==> src/rtl/mul_pkg.sv <==
// Shared types and helpers for the sequential shift-and-add multiplier.
package mul_pkg;

  typedef enum logic [1:0] {IDLE, CALC, DONE} state_e;

  localparam int M_DEF = 8;
  localparam int N_DEF = 8;
  localparam int K_DEF = 1;
  localparam int STEPS = N_DEF / K_DEF;
  localparam int CNT_W = $clog2(STEPS) + 1;

  function automatic int steps_f(input int n, input int k);
    return n / k;
  endfunction

  function automatic int cnt_w_f(input int n, input int k);
    return $clog2(n / k) + 1;
  endfunction

  // Magnitude of a w-bit two's complement value held in the low bits of v.
  // The most negative value maps onto itself, which is its correct unsigned magnitude.
  function automatic logic [63:0] abs_val(input logic [63:0] v, input int w);
    logic [63:0] mask;
    mask = (w >= 64) ? '1 : ((64'd1 << w) - 64'd1);
    if (v[w-1]) return (~v + 64'd1) & mask;
    return v & mask;
  endfunction

endpackage

==> src/rtl/mul_chunk_pp.sv <==
// Partial product of the shifted multiplicand and one K-bit multiplier chunk.
module mul_chunk_pp #(
  parameter int W = 16,
  parameter int K = 1
) (
  input  logic [W-1:0] a_i,
  input  logic [K-1:0] chunk_i,
  output logic [W-1:0] pp_o
);

  logic [W-1:0] terms [K];

  for (genvar j = 0; j < K; j++) begin : g_term
    assign terms[j] = chunk_i[j] ? (a_i << j) : '0;
  end

  always_comb begin
    pp_o = '0;
    for (int j = 0; j < K; j++) pp_o = pp_o + terms[j];
  end

endmodule

==> src/rtl/seq_shift_add_multiplier.sv <==
// Multi-cycle M x N shift-and-add multiplier, K bits per cycle, valid/ready on both sides.
module seq_shift_add_multiplier
  import mul_pkg::*;
#(
  parameter int M          = 8,
  parameter int N          = 8,
  parameter int K          = 1,
  parameter int EARLY_EXIT = 1
) (
  input  logic           clk,
  input  logic           rst_n,
  input  logic           in_valid,
  output logic           in_ready,
  input  logic [M-1:0]   a,
  input  logic [N-1:0]   b,
  input  logic           signed_mode,
  output logic           out_valid,
  input  logic           out_ready,
  output logic [M+N-1:0] product,
  output logic           busy
);

  localparam int W       = M + N;
  localparam int STEPS_L = steps_f(N, K);
  localparam int CW      = cnt_w_f(N, K);

  if ((N % K) != 0 || !(K == 1 || K == 2 || K == 4)) begin : g_param_check
    $error("seq_shift_add_multiplier: K must be 1, 2 or 4 and divide N");
  end

  state_e         state_q;
  logic [W-1:0]   a_sh_q, acc_q, product_q;
  logic [N-1:0]   b_sh_q;
  logic [CW-1:0]  cnt_q;
  logic           neg_q, out_valid_q;

  logic [M-1:0]   a_mag;
  logic [N-1:0]   b_mag;
  logic [W-1:0]   pp, acc_d;
  logic [N-1:0]   b_sh_d;
  logic           last;

  assign a_mag = signed_mode ? M'(abs_val(64'(a), M)) : a;
  assign b_mag = signed_mode ? N'(abs_val(64'(b), N)) : b;

  mul_chunk_pp #(.W(W), .K(K)) u_pp (
    .a_i     (a_sh_q),
    .chunk_i (b_sh_q[K-1:0]),
    .pp_o    (pp)
  );

  assign acc_d  = acc_q + pp;
  assign b_sh_d = b_sh_q >> K;
  // Early exit looks at the multiplier after this cycle's shift, so b=0 still costs one cycle.
  assign last   = (cnt_q == CW'(STEPS_L - 1)) || ((EARLY_EXIT != 0) && (b_sh_d == '0));

  always_ff @(posedge clk or negedge rst_n) begin
    if (!rst_n) begin
      state_q     <= IDLE;
      a_sh_q      <= '0;
      b_sh_q      <= '0;
      acc_q       <= '0;
      cnt_q       <= '0;
      neg_q       <= 1'b0;
      product_q   <= '0;
      out_valid_q <= 1'b0;
    end else begin
      case (state_q)
        IDLE: if (in_valid) begin
          a_sh_q  <= W'(a_mag);
          b_sh_q  <= b_mag;
          neg_q   <= signed_mode & (a[M-1] ^ b[N-1]);
          acc_q   <= '0;
          cnt_q   <= '0;
          state_q <= CALC;
        end
        CALC: begin
          a_sh_q <= a_sh_q << K;
          b_sh_q <= b_sh_d;
          acc_q  <= acc_d;
          cnt_q  <= cnt_q + CW'(1);
          if (last) begin
            product_q   <= neg_q ? -acc_d : acc_d;
            out_valid_q <= 1'b1;
            state_q     <= DONE;
          end
        end
        DONE: if (out_ready) begin
          out_valid_q <= 1'b0;
          state_q     <= IDLE;
        end
        default: state_q <= IDLE;
      endcase
    end
  end

  assign in_ready  = (state_q == IDLE);
  assign busy      = (state_q != IDLE);
  assign out_valid = out_valid_q;
  assign product   = product_q;

endmodule

==> config.mk <==
export PLATFORM = sky130hd
export DESIGN_NAME = seq_shift_add_multiplier
export DESIGN_NICKNAME = d
export VERILOG_FILES = /design/src/rtl/mul_pkg.sv /design/src/rtl/mul_chunk_pp.sv /design/src/rtl/seq_shift_add_multiplier.sv
export SDC_FILE = /design/constraint.sdc
export NUM_CORES = 1
export LEC_CHECK = 0
export CORE_MARGIN = 4
export CORE_UTILIZATION = 30
export DETAILED_ROUTE_END_ITERATION = 8
export HOLD_SLACK_MARGIN = 0.15
export SLEW_MARGIN = 20
export SYNTH_ARGS = -nofsm -noshare
export SYNTH_HDL_FRONTEND = slang
export SYNTH_SLANG_ARGS = --single-unit
==> constraint.sdc <==
create_clock -name clk -period 3.2 [get_ports clk]
set_input_delay 0.64 -clock clk [delete_from_list [all_inputs] [get_ports clk]]
set_output_delay 0.64 -clock clk [all_outputs]
set_load 0.03 [all_outputs]
Word level (Yosys, flattened, before mapping)
Index checks and enable logic that the tools add are counted.
Word-level totals
  register bits: 64
  input bits: 21
  output and inout bits: 19
Operators by class
  add/sub/neg operators: 5
  equal/unequal tests: 6
  muxes and demuxes: 25
  bitwise operators: 4
  reduce and logical (&&, ||, !) cells: 11
Operator list (count)
  two-way mux 16 bit: 4
  case mux 16 bit (2 select lines): 2
  two-way mux 8 bit: 7
  adder 16 bit: 1
  adder 8 x 1 -> 8 bit, second input constant: 2
  negation 16 bit: 1
  inverter 8 bit: 2
  case mux 8 bit (2 select lines): 1
  logical NOT 8 bit: 1
  case mux 4 bit (2 select lines): 1
  two-way mux 2 bit: 3
  != test 2 bit, second input constant: 3
  case mux 2 bit (3 select lines): 1
  AND reduction 2 bit: 3
  AND reduction 3 bit: 2
  nonzero test 2 bit: 3
  adder 4 x 1 -> 4 bit, second input constant: 1
  equality test 4 x 3 -> 1 bit, second input constant: 1
  two-way mux 1 bit: 4
  two-way mux 4 bit: 1
  equality test 2 x 1 -> 1 bit, second input constant: 1
  equality test 2 bit, second input constant: 1
  logical NOT 2 bit: 1
  case mux 1 bit (2 select lines): 1
  3 further kinds: 3

Depth between registers and ports, before layout
  depth after elaboration: 7
  gate-level depth with buffers: 13
  depth with buffers taken out: 12

Hierarchy
Synthesis repeated with hierarchy kept, for this count alone.
Unflattened totals
  cells, all modules: 443
  area, all modules: 3912.5 µm²
Modules (own cells, without submodules)
  seq_shift_add_multiplier: times used 1, cells each 426, area an instance 3786.1 µm²
  mul_chunk_pp: times used 1, cells each 17, area an instance 126.4 µm²

Worst setup path before layout
Ideal clock, no wire load.
  kind: register -> register
  start: register b_sh_q[0]
  end: register product_q[14] (netlist: product[14])
  data arrival time: 3.232 ns
  data required time: 3.068 ns
  setup slack: -0.164 ns
  cell stages (with the launch flop): 14
  cells stage by stage: dfrtp_1 clkbuf_1 and2_1 ha_1 fa_1 a21o_1 a41o_1 a2111o_1 a31o_1 a21oi_2 xnor2_1 o41ai_2 xor2_1 o21ai_1
On the way
  cells in the longest elaborated chain, start to end: 4
Ends and longest elaborated chain
  start, declared: RTL line seq_shift_add_multiplier.sv:33  | logic [N-1:0] b_sh_q;
  start signal, assigned: RTL line seq_shift_add_multiplier.sv:71  | b_sh_q <= b_mag;
  start signal, assigned: RTL line seq_shift_add_multiplier.sv:79  | b_sh_q <= b_sh_d;
  two-way mux 16 bit *: RTL line mul_chunk_pp.sv:14  | assign terms[j] = chunk_i[j] ? (a_i << j) : '0;
  adder 16 bit *: RTL line seq_shift_add_multiplier.sv:52  | assign acc_d = acc_q + pp;
  negation 16 bit: RTL line seq_shift_add_multiplier.sv:83  | product_q <= neg_q ? -acc_d : acc_d;
  two-way mux 16 bit *: RTL line seq_shift_add_multiplier.sv:83
  end signal, assigned: RTL line seq_shift_add_multiplier.sv:83
  end, declared: RTL line seq_shift_add_multiplier.sv:32  | logic [W-1:0] a_sh_q, acc_q, product_q;
Every way passes the cells marked *; elsewhere a longest branch is shown, timed or not.
A chain may end at the register's enable or synchronous reset.

Worst setup path after layout
  start: register b_sh_q[0]
  end: register product_q[15] (netlist: product[15])
Same word-level chain as after synthesis.

==> results_dict.tcl <==
set metrics [dict create \
    status "finished, final reports clean" \
    cts_buffer_depth 2 \
    final_util_pct 40.4 \
    cts_max_level 3 \
    timing.critical_path.buf_inv 0 \
    cts_buffers 9 \
    ys_ff_latch 64 \
    hold_viol 0 \
    drv_cap 0 \
    finalInstanceArea_mm2 0.00514 \
    post_drt_via_cell_ratio 4.85 \
    crit_start "b_sh_q[0]$_DFFE_PN0P_" \
    fin_crit_sh_pct 98.7 \
    vias 3283 \
    finalPower_mw 5.26 \
    synth.area.top_cells "dfrtp_1 (41%), o21ai_0 (6.7%), nand2_1 (6.7%)" \
    crit_chain "and2_1 -> ha_4 -> a21o_1 -> a31o_4 -> or3_4 -> a2111oi_4 -> and4_1 -> nand4b_1 -> o41ai_2 -> xor2_1 -> o21ai_1" \
    drive_gt1_share_pct 14.1 \
    grt-ovfl-total 0 \
    synth_edf_count 0 \
    critPathMaxStageDelay_ns 0.41 \
    antenna_cells 0 \
    tightest_slew_ns 1.00 \
    grt_pass1_vias 3413 \
    dominantRegCellSynth "dfrtp_1" \
    core-area_mm2 0.0127 \
    crit_family "compound AO/OA/AOI/OAI gates" \
    layout_commonest_cell "nand2_1" \
    rsz0062_at_grt "yes" \
    stdcell_count 677 \
    layout_common_cells "nand2_1 (70), dfrtp_1 (64), o21ai_0 (51)" \
    setup_violations 0 \
    grt_use_total_pct 13.3 \
    drtIter0Drc 132 \
    syn_area_mm2 0.00394 \
    grt_pass1_wl_um 16000 \
    path_clk_slew_ns 0.05 \
    netlist.area_leader.share_pct 40.7 \
    clock_latency_ns 0.33 \
    arrival_ns 3.35 \
    synth_cell_types 48 \
    final_antenna_net_count 0 \
    wl_per_cell_um 13.7 \
    grt_start_max_net_pins 36 \
    placementRows 41 \
    routabilityCongestion 0.892 \
    rr_startpoint "b_sh_q[0]$_DFFE_PN0P_" \
    syn_nets 483 \
    dpl.cell_count 661 \
    peakVddDrop_uv 610 \
    hold_class "input pin to async pin" \
    fmax_mhz 317 \
    cts.sinks 64 \
    slew_violations 0 \
    crit_path_start_kind "register" \
    worstSetupEndpointType "register" \
    io_buffer_count 39 \
    slowest_stage "dfrtp_1" \
    crit_path_max_fanout 6 \
    io_pins 40 \
    place_area_mm2 0.00473 \
    finalNetCount 542 \
    cts_hold_buffers 0 \
    fp.dieW_um 123 \
    slew_headroom_pct 33.2 \
    p_per_area_mw_per_mm2 1020 \
    dp_hpwl_um 6890 \
    synth_area_leader_cell "dfrtp_1" \
    drc 0 \
    antenna_found_initial 0 \
    path_class "register to register" \
    syn_to_final_growth_pct 30.6 \
    cts_root_buf "clkbuf_16" \
    synth.avg_cell_area_um2 8.91 \
    synthCells 442 \
    dieArea_mm2 0.0150 \
    fin_skew_ns 0.00526 \
    chipHeight_um 123 \
    routed_wirelength_um 9270 \
    leakage_nw 2.25 \
    ys_warn_count 0 \
    cts_tree "built" \
    start_util_pct 31.0 \
    synthArstFlopShare_pct 100 \
    ys_seq_area_share_pct 40.7 \
    drt_pass1_iterations 4 \
    finalCriticalPeriod_ns 3.16 \
    worst_ep_required_time_ns 3.40 \
]
## path summary, 6_finish.rpt
| path | endpoint | slack, ns | cells past startpoint |
|---|---|---|---|
| min | acc_q[13]$_DFFE_PN0P_ | 0.25 | 1 |
| min in group clk | product[10]$_DFFE_PN0P_ | 0.47 | 2 |
| max in group asynchronous | acc_q[6]$_DFFE_PN0P_ | 2.28 | 2 |
| max | product[15]$_DFFE_PN0P_ | 0.04 | 11 |
| max reg2reg | product[15]$_DFFE_PN0P_ | 0.04 | 11 |
| min reg2reg | product[10]$_DFFE_PN0P_ | 0.47 | 2 |
## cell families after synthesis
group	after synthesis	share of synthesized area (%)
AO/OA/AOI/OAI	123	20.4
buffers and inverters	30	2.86
flip-flops	64	40.7
adder cells (fa/ha/maj)	20	6.55
AND/OR/NAND/NOR	165	20.4
XOR/XNOR	36	8.01
multiplexers	4	1.05
## through the flow
stage,worst slack [ns],TNS [ns],hold slack [ns]
floorplan,0.0322,0,0.344
global placement,0.0578,0,0.463
detailed placement,-0.0502,-0.0723,0.470
CTS,-0.000477,-0.000477,0.262
global route,-0.114,-0.379,0.298
finish,0.0414,0,0.253
## synth_stat cells (8+ instances only)
cell / n
o21ai_0: 53
dfrtp_1: 64
nand2_1: 70
and2_1: 19
xnor2_1: 24
xor2_1: 12
a22oi_1: 14
a21o_1: 8
nand3_1: 25
a21oi_1: 14
ha_1: 19
inv_1: 10
clkbuf_1: 20
nor2_1: 15
## registers in the layout, indices dropped and copies added (netlist names)
name / cells
product: 16
out_valid: 1
state_q: 2
neg_q: 1
a_sh_q: 16
cnt_q: 4
b_sh_q: 8
acc_q: 16
## final cells by class
class	count	area, um^2
clock buffer	12	256
clock inverter	3	17.5
fill	1308	7580
inverter	10	37.5
multi-input combinational	348	2400
sequential	64	1600
tap	172	215
timing repair buffer	68	611
## metal layers
metal	vias to the layer above	routed length (um)	track usage [%]
met3	11	519	2.90
met2	64	4060	19.8
li1	1702	-	-
met4	0	140	4.97
met1	1506	4550	18.9
met5	-	0	0
## power breakdown
part,internal [mW],switching (mW),total [mW]
registers,1.15,0.258,1.40
logic,1.29,1.67,2.95
clock network,0.559,0.342,0.901
## repair_timing
action	CTS	global route
resized for setup	10	14
setup endpoints to repair	3	5
pin swaps	5	10
buffers inserted	1	0
No activity file was read; power rests on OpenSTA's default activity.
==> RTL change 1, RTL diff (config.mk and constraints unchanged) <==
Encoding of `state_e`: now one-hot (3 bits for 3 states).
--- a/src/rtl/mul_pkg.sv
+++ b/src/rtl/mul_pkg.sv
@@ -1,7 +1,7 @@
 // Shared types and helpers for the sequential shift-and-add multiplier.
 package mul_pkg;
 
-  typedef enum logic [1:0] {IDLE, CALC, DONE} state_e;
+  typedef enum logic [2:0] {IDLE = 3'b001, CALC = 3'b010, DONE = 3'b100} state_e;
 
   localparam int M_DEF = 8;
   localparam int N_DEF = 8;
Formal check against the unedited RTL: no difference found for any inputs over 4 cycles, from zero or initial values and one cycle with rst_n low; so few cycles prove little.
==> RTL change 1 against the unedited design <==
- sequential cell count grew 1
- maximum frequency shrank 0.75%
- total power is 6.1% lower
- worst setup slack lost 24 ps
- count of clock-buffer cells in the layout unchanged
- area after synthesis is 3.2% higher
- design area increased by 2.7%
- clock skew decreased by 2.6 ps
- final cell count is 5.0% higher
- routed wire length up 1.8%
==> RTL change 1: results (changes against the unedited design) <==
clock_network:
  h-tree-depth: 3  # unchanged
  clock_latency_ps: 330  # about the same
  clock_path_buffers: 2  # unchanged
  cts-root-buf: "clkbuf_16"  # unchanged
  cts_inserted_buffers: 9  # unchanged
route:
  num_vias: 3456  # was 3,283
  routed_wl_um: 9430  # was 9270 um
  drc: 0  # unchanged
  wl_met1_um: 4790  # was 4550 um
  wl_met2_um: 4150  # was 4060 um
  drtIter0Drc: 200  # was 132
  first_pass_iters: 4  # unchanged
  top_layer: "met4"  # unchanged
  wl_per_cell_um: 13.3  # was 13.7 um
  wl_met3_um: 348  # was 519 um
logic_synthesis:
  yosys-top-cells-count: "nand2_1, dfrtp_1, o21ai_0"  # unchanged
  synth-main-ff-cell: "dfrtp_1"  # unchanged
  yosysSeqAreaShare_pct: 40.0  # was 40.7%
  syn_avg_cell_area_sq_um: 8.72  # was 8.91 sq um
  synth.net_count: 507  # was 483
  async_flop_share_pct: 100  # unchanged
  synthTopCellsByArea: "dfrtp_1, o21ai_0, nand2_1, ha_1, xnor2_1"  # unchanged
  ys_types: 57  # was 48
  yosysWarnings: 0  # unchanged
worst_setup_path:
  crit_fanout: 3  # was 6
  worstSetupStartpoint: "a_sh_q[0]"  # was b_sh_q[0]
  crit_arrival_ps: 3430  # was 3350 ps
  critPathTopFamily: "compound AO/OA/AOI/OAI gates"  # unchanged
  crit_slowest_cell: "or4b_1"  # was dfrtp_1
  max_stage_delay_ps: 450  # was 410 ps
cells_and_area:
  drive_above_1_share_pct: 14.0  # was 14.1%
  fill_cells: 1326  # was 1,308
  final_nets: 572  # was 542
  diodes: 0  # unchanged
global_route:
  grt_pass1_wl_um: 16300  # was 16,000 um
  grt.busiest_layer: "met2"  # unchanged
  gr-usage-met2_pct: 19.3  # was 19.8%
  grt_usage_pct: 12.6  # was 13.3%
  grt_pass1_vias: 3383  # was 3,413
  grtUsageMet3_pct: 2.87  # was 2.90%
  grt_max_degree: 38  # was 36
  grtUsageMet1_pct: 17.5  # was 18.9%
timing:
  clock_skew_ps: 2.68  # was 5.26 ps
  final-hold-violation-count: 0  # unchanged
  relSlewSlack_pct: 53.3  # was 33.2%
pwr:
  ir_drop_mv: 0.346  # was 0.610 mV
  leakage_uw: 0.00234  # was 0.00225 uW
  sw_frac_of_total_pct: 40.6  # was 43.1%
  pg_seq_uw: 1350  # was 1400 uW
  combinationalPower_uw: 2610  # was 2950 uW
outcome:
  run_status: "completed"  # unchanged
place:
  place_inst: 693  # was 661
  dp_hpwl_um: 7130  # was 6890 um
  place.gp.congestion: 0.869  # was 0.892
  portBuffers: 39  # unchanged
hold_path:
  holdCritPathClass: "input pin to async pin"  # unchanged
-- RTL change 1: cell types whose count changed after synthesis, sizes merged, moves of 4 or more --
cell	delta
a31oi	+6
a21o	-4
and4	-4
or3	-5
nand3	+10
nand2b	-4
a2111oi	-5
a22oi	-4
nor2	+13
inv	+6
-- RTL change 1: logic make-up after synthesis --
logic type | share of synthesized area, %
simple gates | 21.0
compound gates | 20.5
flops | 40.0
buf+inv | 3.91
xor+xnor | 7.94
fa+ha+maj | 6.34
mux | 0.246
-- RTL change 1: cell type report --
class	count	area [sq um]	share of cell area [%]
Sequential cell	65	1630	30.8
Clock buffer	12	256	4.86
Tap cell	176	220	4.17
Timing Repair Buffer	76	688	13.0
Clock inverter	3	40.0	0.759
Inverter	16	60.1	1.14
Multi-Input combinational cell	363	2380	45.2
-- RTL change 1: worst paths after layout --
check                                   end  slack, ps  cells after the start
worst min-delay path              b_sh_q[5]        350                      1
min in group clk                 product[3]        480                      2
max in group asynchronous        state_q[0]       2140                      2
worst max register to register  product[15]         20                     11
worst min register to register   product[3]        480                      2
worst max-delay path            product[15]         20                     11
-- RTL change 1: timing repair --
action	CTS	global route
resized for setup	3	15
pin swaps	7	9
setup endpoints to repair	1	5
buffers inserted	0	3
-- RTL change 1: through the flow --
stage	util (%)	worst slack [ps]	cell area (sq um)	setup TNS [ps]	total power, uW
3_5_place_dp	36.7	-33.9	4860	-33.9	3840
3_3_place_gp	36.7	30.1	4860	0	3790
5_1_grt	39.9	-116	5280	-199	5350
2_1_floorplan	-	-22.6	4070	-22.6	2880
6_report	39.9	17.6	5280	0	4940
4_1_cts	39.0	4.23	5160	0	4850
==> RTL change 2, RTL diff (same flow settings) <==
Made on the original files. The parameter `M` goes from 8 to 12.
--- a/src/rtl/seq_shift_add_multiplier.sv
+++ b/src/rtl/seq_shift_add_multiplier.sv
@@ -2,7 +2,7 @@
 module seq_shift_add_multiplier
   import mul_pkg::*;
 #(
-  parameter int M          = 8,
+  parameter int M          = 12,
   parameter int N          = 8,
   parameter int K          = 1,
   parameter int EARLY_EXIT = 1
Ports: changed (resized a and product); port bits go from 40 to 48. The function was not compared with the original's and may differ.
==> RTL change 2 against the unedited design <==
- the flow now finishes with violations (negative setup slack)
- routed wire length up 33%
- non-clock buffer count up 43
- highest routed layer unchanged
- largest cell class unchanged
- count of clock-buffer cells in the layout down 3
- area after synthesis up 26%
- total power up 34%
- utilization up 0.064 points
- first-iteration DRC count up 100%
- sequential share of layout area down 1.8 points
- design area up 26%
- synthesized cell count up 29%
- worst setup slack worse by 160 ps
- clock skew up 3.9 ps
- sequential cell count up 12
==> RTL change 2: results (changes against the unedited design) <==
outcome:
  run_status: "finished, violations left"  # was completed
  violations: "negative setup slack"
cells_and_area:
  drive_above_1_share_pct: 16.7  # was 14.1%
  fill_cells: 1610  # was 1,308
  final_nets: 709  # was 542
pwr:
  ir_drop_mv: 0.454  # was 0.610 mV
  leakage_uw: 0.00284  # was 0.00225 uW
timing:
  clock_skew_ps: 9.17  # was 5.26 ps
  relSlewSlack_pct: 32.5  # was 33.2%
  setup_violations: 9  # was 0
  fin_crit_sh_pct: 104  # was 98.7%
  fin_tns_setup_ps: -647  # was 0 ps
  hold_slack_ps: 313  # was 253 ps
  worst_slack_ps: -117  # was 41.4 ps
worst_setup_path:
  crit_fanout: 5  # was 6
  crit_arrival_ps: 3540  # was 3350 ps
  crit_slowest_cell: "or4_4"  # was dfrtp_1
route:
  first_pass_iters: 5  # was 4
  wl_per_cell_um: 14.0  # was 13.7 um
  drtIter0Drc: 267  # was 132
  num_vias: 4360  # was 3,283
logic_synthesis:
  yosys-top-cells-count: "nand2_1, dfrtp_1, o21ai_0"  # unchanged
  synth.net_count: 617  # was 483
  ys_types: 61  # was 48
place:
  portBuffers: 47  # was 39
  place_inst: 862  # was 661
  dp_hpwl_um: 9150  # was 6890 um
  place.gp.congestion: 0.859  # was 0.892
clock_network:
  clock_latency_ps: 350  # was 330 ps
global_route:
  grt_usage_pct: 14.1  # was 13.3%
-- RTL change 2: cell types whose count changed in the layout (fill, tap and decap cells not counted), sizes merged, moves of 4 or more --
cell / unedited run / this run
nor3: 5 / 9
dfrtp: 64 / 76
a221oi: 0 / 4
o21ai: 56 / 75
ha: 19 / 23
nand3: 25 / 32
buf: 30 / 65
o31ai: 3 / 9
xor2: 12 / 22
nor2: 15 / 34
nand2: 70 / 82
clkdlybuf4s50: 38 / 46
a2111oi: 5 / 1
a22oi: 14 / 18
-- RTL change 2: kinds of logic after synthesis --
logic type	Yosys count	share of synthesized area (%)
AOI/OAI and AO/OA	161	21.6
buffers and inverters	40	3.14
xor gates and xnor gates	47	8.33
DFF	76	38.5
adders and majority gates	24	6.23
muxes	8	1.70
and+or+nand+nor	212	20.6
-- RTL change 2: cell type report --
class	instances	area, sq um	share of cell area (%)
multi-input combinational	452	3020	46.7
sequential	76	1900	29.4
timing repair buffer	111	952	14.7
tap	216	270	4.17
clock buffer	9	225	3.48
clock inverter	6	65.1	1.00
inverter	10	37.5	0.580
-- RTL change 2: routing by layer --
metal  global-route usage, %  share of wire, %  routed length, um  up-vias
met5                       0                 0                  0        -
met4                    5.10               1.6                194        0
met3                    2.85               5.6                691       11
met2                    20.4                41               5090       99
met1                    20.8                51               6310     2039
li1                        -                 -                  -     2211
-- RTL change 2: what timing repair did --
| action | CTS | global route |
|---|---|---|
| setup endpoints to repair | 9 | 13 |
| pin swaps | 12 | 11 |
| setup buffers | 1 | 2 |
| gates resized for setup | 5 | 13 |
-- RTL change 2: power by group --
group	internal (uW)	switching (uW)
sequential	1380	329
clock	600	409
combinational	1890	2410
-- RTL change 2: stage by stage --
| step | setup WS [ps] | power (uW) | instance area (sq um) |
|---|---|---|---|
| 6_report | -117 | 7020 | 6480 |
| 5_1_grt | -302 | 7620 | 6480 |
| 4_1_cts | -159 | 6990 | 6390 |
| 3_5_place_dp | -157 | 5910 | 6060 |
| 3_3_place_gp | -105 | 5790 | 6060 |
| 2_1_floorplan | -109 | 4340 | 4980 |
-- RTL change 2: worst max path at each step --
stage | endpoint | cells past startpoint | startpoint | slack, ps
floorplan | product[17] | 13 | b_sh_q[0] | -110
global placement | product[17] | 12 | b_sh_q[0] | -100
detailed placement | product[17] | 12 | b_sh_q[0] | -160
CTS | product[17] | 12 | b_sh_q[0] | -160
global route | product[19] | 12 | b_sh_q[0] | -300
finish | product[19] | 12 | b_sh_q[0] | -120
